`config.mk`:
```
export PLATFORM = sky130hd
export DESIGN_NAME = rob_table
export DESIGN_NICKNAME = d
export VERILOG_FILES = /design/src/rtl/rob_table_pkg.sv /design/src/rtl/rob_entry.sv /design/src/rtl/rob_table.sv
export SDC_FILE = /design/constraint.sdc
export NUM_CORES = 1
export LEC_CHECK = 0
export BUFFER_PORTS_ARGS = -buffer_cell sky130_fd_sc_hd__buf_4
export CAP_MARGIN = 0
export CORE_MARGIN = 5
export CORE_UTILIZATION = 48
export DETAILED_ROUTE_END_ITERATION = 12
export GPL_TIMING_DRIVEN = 0
export PLACE_DENSITY = 0.7
export SYNTH_ARGS = -nofsm -noshare
export SYNTH_HDL_FRONTEND = slang
export SYNTH_SLANG_ARGS = --single-unit
```
`constraint.sdc`:
```
create_clock -name clk -period 5.5 [get_ports clk]
set_input_delay 1.375 -clock clk [delete_from_list [all_inputs] [get_ports clk]]
set_output_delay 1.375 -clock clk [all_outputs]
set_load 0.01 [all_outputs]
```
`src/rtl/rob_table_pkg.sv`:
```
// Shared types and constants for the reorder buffer: entry layout, tag width,
// and the circular tag-advance helper (tags run 1..num_tags, never 0).
package rob_table_pkg;

    localparam int ROB_TAG_W = 4;
    localparam int DATA_W    = 32;
    localparam int REG_W     = 5;

    typedef struct packed {
        logic              busy;
        logic              ready;
        logic              writes;
        logic [REG_W-1:0]  dest;
        logic              is_branch;
        logic              mispredict;
        logic [DATA_W-1:0] value;
    } rob_entry_t;

    function automatic logic [ROB_TAG_W-1:0] next_tag(input logic [ROB_TAG_W-1:0] tag,
                                                      input int                   num_tags);
        return (int'(tag) == num_tags) ? ROB_TAG_W'(1) : tag + 1'b1;
    endfunction

endpackage

```
`src/rtl/rob_entry.sv`:
```
// One reorder-buffer slot. Clear beats allocate beats CDB write; a CDB write
// only lands on a busy slot so stale broadcasts cannot resurrect a free tag.
module rob_entry
    import rob_table_pkg::*;
(
    input  logic              clk,
    input  logic              reset,
    input  logic              alloc,
    input  logic              alloc_writes,
    input  logic [REG_W-1:0]  alloc_dest,
    input  logic              alloc_is_branch,
    input  logic              cdb_wr,
    input  logic [DATA_W-1:0] cdb_value,
    input  logic              cdb_mispredict,
    input  logic              clr,
    output rob_entry_t        entry
);

    always_ff @(posedge clk or negedge reset) begin
        if (!reset) begin
            entry <= '0;
        end else if (clr) begin
            entry <= '0;
        end else if (alloc) begin
            entry <= '{busy: 1'b1, ready: 1'b0, writes: alloc_writes, dest: alloc_dest,
                       is_branch: alloc_is_branch, mispredict: 1'b0, value: '0};
        end else if (cdb_wr && entry.busy) begin
            entry.ready      <= 1'b1;
            entry.value      <= cdb_value;
            entry.mispredict <= cdb_mispredict;
        end
    end

endmodule

```
`src/rtl/rob_table.sv`:
```
// Reorder buffer: circular queue of NUM_TAGS entries with in-order commit and
// flush on a committed mispredicted branch. Define ROB_OPERAND_READ_EN to add
// the Q_j/Q_k operand read ports with same-cycle CDB bypass.
module rob_table
    import rob_table_pkg::*;
#(
    parameter int NUM_TAGS = 15
) (
    input  logic                 clk,
    input  logic                 reset,
    input  logic                 issue_valid,
    input  logic                 issue_writes,
    input  logic [REG_W-1:0]     issue_dest,
    input  logic                 issue_is_branch,
    output logic [ROB_TAG_W-1:0] issue_ROB,
    output logic                 rob_full,
    input  logic                 cdb_valid,
    input  logic [ROB_TAG_W-1:0] cdb_ROB,
    input  logic [DATA_W-1:0]    cdb_value,
    input  logic                 cdb_mispredict,
    output logic                 commit_valid,
    output logic [ROB_TAG_W-1:0] commit_ROB,
    output logic [REG_W-1:0]     commit_dest,
    output logic [DATA_W-1:0]    commit_value,
    output logic                 RegWrite,
    output logic                 flush
`ifdef ROB_OPERAND_READ_EN
    ,
    input  logic [ROB_TAG_W-1:0] Q_j,
    input  logic [ROB_TAG_W-1:0] Q_k,
    output logic [DATA_W-1:0]    V_j,
    output logic [DATA_W-1:0]    V_k,
    output logic                 j_ready,
    output logic                 k_ready
`endif
);

    localparam int CNT_W = $clog2(NUM_TAGS + 1);
    localparam int SLOTS = 1 << ROB_TAG_W;

    // Full tag space is decoded; slot 0 and slots above NUM_TAGS read as empty.
    rob_entry_t           entries [0:SLOTS-1];
    logic [ROB_TAG_W-1:0] head, tail;
    logic [CNT_W-1:0]     count;
    logic                 do_alloc;

    assign issue_ROB    = tail;
    assign rob_full     = (count == CNT_W'(NUM_TAGS));
    assign commit_valid = (count != '0) && entries[head].busy && entries[head].ready;
    assign commit_ROB   = commit_valid ? head : '0;
    assign commit_dest  = commit_valid ? entries[head].dest : '0;
    assign commit_value = commit_valid ? entries[head].value : '0;
    assign RegWrite     = commit_valid && entries[head].writes && (entries[head].dest != '0);
    assign flush        = commit_valid && entries[head].is_branch && entries[head].mispredict;
    assign do_alloc     = issue_valid && !rob_full && !flush;

    for (genvar t = 0; t < SLOTS; t++) begin : g_ent
        if (t >= 1 && t <= NUM_TAGS) begin : g_slot
            rob_entry u_entry (
                .clk             (clk),
                .reset           (reset),
                .alloc           (do_alloc && (tail == ROB_TAG_W'(t))),
                .alloc_writes    (issue_writes),
                .alloc_dest      (issue_dest),
                .alloc_is_branch (issue_is_branch),
                .cdb_wr          (cdb_valid && (cdb_ROB == ROB_TAG_W'(t))),
                .cdb_value       (cdb_value),
                .cdb_mispredict  (cdb_mispredict),
                .clr             (flush || (commit_valid && (head == ROB_TAG_W'(t)))),
                .entry           (entries[t])
            );
        end else begin : g_tie
            assign entries[t] = '0;
        end
    end

    always_ff @(posedge clk or negedge reset) begin
        if (!reset) begin
            head  <= ROB_TAG_W'(1);
            tail  <= ROB_TAG_W'(1);
            count <= '0;
        end else if (flush) begin
            head  <= ROB_TAG_W'(1);
            tail  <= ROB_TAG_W'(1);
            count <= '0;
        end else begin
            if (commit_valid) head <= next_tag(head, NUM_TAGS);
            if (do_alloc)     tail <= next_tag(tail, NUM_TAGS);
            count <= count + CNT_W'(do_alloc) - CNT_W'(commit_valid);
        end
    end

`ifdef ROB_OPERAND_READ_EN
    // Tag 0 means "no producer"; a broadcast to a busy tag this cycle wins over the stored value.
    always_comb begin
        j_ready = 1'b1;
        V_j     = '0;
        if (Q_j != '0) begin
            j_ready = entries[Q_j].ready;
            V_j     = entries[Q_j].value;
            if (cdb_valid && (cdb_ROB == Q_j) && entries[Q_j].busy) begin
                j_ready = 1'b1;
                V_j     = cdb_value;
            end
        end
    end

    always_comb begin
        k_ready = 1'b1;
        V_k     = '0;
        if (Q_k != '0) begin
            k_ready = entries[Q_k].ready;
            V_k     = entries[Q_k].value;
            if (cdb_valid && (cdb_ROB == Q_k) && entries[Q_k].busy) begin
                k_ready = 1'b1;
                V_k     = cdb_value;
            end
        end
    end
`endif

endmodule
```
# Word level (Yosys, flattened, before mapping)
# Index checks and enable logic that the tools add are counted.
[op_classes]
add_sub_neg = 4
n_reduce_logical = 119
n_mux = 118
order_cmp = 1
n_eq_ne = 48
n_bitwise = 1
[ops]
columns = ["op", "count"]
rows = [
  ["two-way mux 33 bit", 30],
  ["two-way mux 42 bit", 17],
  ["binary-select mux 42 bit (select 4 bit)", 1],
  ["two-way mux 7 bit", 15],
  ["== test 4 bit, second input constant", 25],
  ["logical AND 1 bit", 68],
  ["== test 4 x 3 -> 1 bit, second input constant", 12],
  ["two-way mux 1 bit", 45],
  ["nonzero test 3 bit", 15],
  ["nonzero test 2 bit", 17],
  ["two-way mux 32 bit", 1],
  ["two-way mux 4 bit", 8],
  ["== test 4 x 2 -> 1 bit, second input constant", 6],
  ["== test 4 x 1 -> 1 bit, second input constant", 5],
  ["logical OR 1 bit", 15],
  ["adder 4 x 1 -> 4 bit, second input constant", 2],
  [">= comparator 5 bit, second input constant", 1],
  ["two-way mux 5 bit", 1],
  ["NOT 4 -> 5 bit", 1],
  ["nonzero test 5 bit", 1],
  ["adder 4 x 1 -> 4 bit", 1],
  ["nonzero test 4 bit", 1],
  ["subtractor 4 x 1 -> 4 bit", 1],
  ["zero test 1 bit", 2],
]
[word_totals]
regBits = 642
out_inout_bits = 49
word_cells = 399
in_bits = 48

# Depth between registers and ports, before layout
[depth]
ltp_word = 13
depth_mapped = 17
ltp_nobuf = 13

# Cells and area by module
# From an unflattened synthesis, not the netlist that was laid out.
[hier_totals]
hier_cells = 3316
area_unflattened_um2 = 37682.4
[modules_own_cells]
columns = ["module", "n_inst", "area_per_inst_um2", "cells_each", "seq_area_each_um2"]
rows = [
  ["rob_entry", 15, 2089.5, 181, 1051.0],
  ["rob_table", 1, 6339.8, 601, 302.8],
]

# Worst setup path after synthesis
# Ideal clock, no wire load.
[synth_timing]
path_kind = "register -> output"
from = "register head[0]"
to = "output port commit_value[30]"
path_buffers = 4
t_required_ns = 4.125
slack_ns = 1.471
t_arrival_ns = 2.654
stages_incl_launch_ff = 8
cell_sequence = "dfstp_2 buf_2 buf_2 buf_2 clkbuf_1 mux4_2 mux4_2 and2_1"
[synth_via]
elab_chain_len = 7
[synth_rtl]
columns = ["item", "line_no", "source"]
rows = [
  ["start, declared", "rob_table.sv:43", "logic [ROB_TAG_W-1:0] head, tail;"],
  ["start signal, assigned", "rob_table.sv:87", "if (commit_valid) head <= next_tag(head, NUM_TAGS);"],
  ["NOT 4 -> 5 bit (implied by the code) *", "rob_table.sv:49, rob_table.sv:52", ""],
  ["binary-select mux 42 bit (select 4 bit) *", "rob_table.sv:49, rob_table.sv:52", ""],
  ["two-way mux 42 bit * (2 in series)", "n/a", ""],
  ["logical AND 1 bit (2 in series)", "rob_table.sv:49", "assign commit_valid = (count != '0) && entries[head].busy && entries[head].ready;"],
  ["two-way mux 32 bit *", "rob_table.sv:52", "assign commit_value = commit_valid ? entries[head].value : '0;"],
  ["end, declared", "rob_table.sv:24", "output logic [DATA_W-1:0] commit_value,"],
]
# Every way passes the cells marked *; elsewhere a longest branch is shown, timed or not. The select of a mux whose other input is x is not followed.

# Final worst setup path
[layout_timing]
from = "register head[0]"
to = "output port commit_value[31]"
# The elaborated chain is that of the path after synthesis.

==> impl_metrics.env <==
export IMPL_max_cap_viol_count=0
export IMPL_hold_path_class="reg2reg"
export IMPL_initial_core_util_pct=48.5
export IMPL_seq_area_sq_um=16100
export IMPL_power_density_nw_per_um2=460
export IMPL_clockBufferDepth=3
export IMPL_clock_latency_ps=630
export IMPL_multi_input_area_sq_um=15000
export IMPL_syn_area_sq_um=32600
export IMPL_worst_pin_slew_ps=1210
export IMPL_grtUsageTotal_pct=32.3
export IMPL_async_flop_share_pct=100
export IMPL_worst_setup_path_start_kind="register"
export IMPL_ys_seq_area_share_pct=49.3
export IMPL_setup_viol=0
export IMPL_clockRootBuffer="clkbuf_16"
export IMPL_clk_pin_slew_ps=60
export IMPL_die_w_microns=271
export IMPL_port_buffers=96
export IMPL_antenna_left=0
export IMPL_final_common_cell="dfrtp_1"
export IMPL_grt_setup_unrepaired="no"
export IMPL_place_congestion=1.00
export IMPL_grt_pass1_vias=27100
export IMPL_grt_antenna_before_repair=5
export IMPL_drive_gt1_share_pct=16.4
export IMPL_ioPinCount=97
export IMPL_syn_nets=2937
export IMPL_grt_overflow=0
export IMPL_hold_violations=0
export IMPL_rows=95
export IMPL_total_power_w=0.0171
export IMPL_grt_pass1_wl_mm=178
export IMPL_totalWireLength_mm=120
export IMPL_area_growth_pct=14.0
export IMPL_ys_ff_latch=642
export IMPL_dr_total_vias=26200
export IMPL_layoutNonFillerInstCount=3979
export IMPL_syn_inst=2874
export IMPL_cp_max_fo=10
export IMPL_cts_hold_buffers=0
export IMPL_htreeDepth=3
export IMPL_cp_end_kind="primary output"
export IMPL_drtIter0Drc=3386
export IMPL_arrival_ps=4090
export IMPL_wire_per_inst_microns=30.2
export IMPL_status="finished, final reports clean"
export IMPL_whs_ps=518
export IMPL_numCtsBuffers=72
export IMPL_fmax_mhz=183
export IMPL_cp_required_ps=4120
export IMPL_synth_distinct_cells=58
export IMPL_grt_max_degree=130
export IMPL_place_inst=3850
export IMPL_crit_type="reg2out"
export IMPL_slew_headroom_pct=19.1
export IMPL_synth_edf_count=0
export IMPL_place_detailed_hpwl_mm=82.0
export IMPL_core_sq_um=67300
export IMPL_ys_flop_type="dfrtp_1"
export IMPL_die_y_microns=271
export IMPL_final_util_pct=55.3
export IMPL_dieArea_sq_um=73200
export IMPL_skew_ps=26.7
export IMPL_syn_avg_cell_area_sq_um=11.3
export IMPL_cts_sinks=642
export IMPL_final_cell_mix="dfrtp_1 (640), mux2i_1 (507), nor3_1 (467)"
export IMPL_fin_nets=3113
export IMPL_avgViaCountPerCell=6.59
export IMPL_slew_viol_final=0
export IMPL_cts_tree="done"
export IMPL_dr_pass1_iters=7
export IMPL_fin_crit_sh_pct=99.3
export IMPL_leakage_nw=16.0
export IMPL_drc_errors=0
export IMPL_cts_setup_buffers=0
export IMPL_nFillCells=5636
export IMPL_min_period_ps=5460
export IMPL_vdd_drop_max_mv=0.208
export IMPL_yosysWarnings=0
==> worst paths after layout <==
kind / startpoint / end / slack [ps] / cells past startpoint
min in group asynchronous: reset / g_ent[1].g_slot.u_entry.entry[6]$_DFFE_PN0P_ / 710 / 1
hold / removal: g_ent[7].g_slot.u_entry.entry[41]$_DFFE_PN0N_ / g_ent[7].g_slot.u_entry.entry[41]$_DFFE_PN0N_ / 520 / 2
setup reg to reg: head[0]$_DFFE_PN1P_ / count[2]$_DFF_PN0_ / 1280 / 15
max in group asynchronous: reset / g_ent[7].g_slot.u_entry.entry[25]$_DFFE_PN0P_ / 3060 / 3
setup / recovery: head[0]$_DFFE_PN1P_ / commit_value[31] / 40 / 8
hold reg to reg: g_ent[7].g_slot.u_entry.entry[41]$_DFFE_PN0N_ / g_ent[7].g_slot.u_entry.entry[41]$_DFFE_PN0N_ / 520 / 2
==> cell families after synthesis <==
group,synth area share [%]
xor+xnor,0.0806
flops,49.3
fa+ha+maj,0.599
buf+inv,4.73
mux,26.1
compound gates,4.98
simple gates,14.3
==> metrics by stage <==
step | instance area (sq um) | worst slack [ps] | setup TNS, ps
6_report | 37200 | 39.9 | 0
3_3_place_gp | 34400 | -3820 | -2379490
3_5_place_dp | 34600 | 76.1 | 0
4_1_cts | 37100 | 15.7 | 0
2_1_floorplan | 32600 | 1470 | 0
5_1_grt | 37200 | 8.03 | 0
==> synth_stat cells, types with 22 or more instances <==
cell type,instances,share of area [%]
o21ai_0,55,0.84
mux4_2,148,10
nand3_1,29,0.45
nand2_1,337,3.9
dfrtp_1,640,49
nor2_1,69,0.79
mux2i_1,507,16
buf_4,22,0.51
a21oi_1,148,2.3
clkbuf_1,192,2.2
buf_6,37,1.3
and2_1,36,0.69
buf_2,32,0.49
nor3_1,470,7.2
==> power breakdown <==
group | switching (W) | leakage [nW] | internal (W)
sequential | 0.00119 | 8.48 | 0.00668
combinational | 0.00221 | 6.27 | 0.00186
clock | 0.00206 | 1.23 | 0.00308
total | 0.00547 | 16.0 | 0.0116
==> routing by layer <==
metal | wire length [microns] | GRT usage (%) | share of wire (%) | vias up
li1 | - | - | - | 10700
met1 | 44700 | 42.1 | 37 | 13400
met2 | 54600 | 49.5 | 45 | 1791
met3 | 14500 | 10.2 | 12 | 387
met4 | 6180 | 15.2 | 5.1 | 8
met5 | 55 | 0 | 0.046 | -
==> critical path: stages (launching register included) <==
cell	delay, ps
dfstp_2	660
buf_2	280
buf_4	310
buf_4	360
buf_4	370
mux4_2	540
mux4_2	580
and2_1	210
buf_4	140
==> sequential cells by signal, summed over array words and instances (netlist names) <==
signal                      flops
count                           4
head                            4
issue_ROB                       4
g_ent.g_slot.u_entry.entry    630
==> repair_timing <==
item | in CTS | in global routing
gates resized for setup | 19 | 20
gates cloned | 0 | 0
hold endpoints to repair | 0 | 0
endpoints found under the setup margin | 35 | 33
==> final cells by class <==
cell class | instances | area share, %
inverters | 16 | 0.162
plain buffers | 287 | 4.15
clock inverters | 25 | 0.888
flip-flops and latches | 642 | 43.2
multi-input cells | 1928 | 40.4
well taps | 873 | 2.94
clock buffers | 103 | 5.85
repair buffers | 103 | 2.39
diodes | 2 | 0.0135
Power figures use the tool's default switching activity.
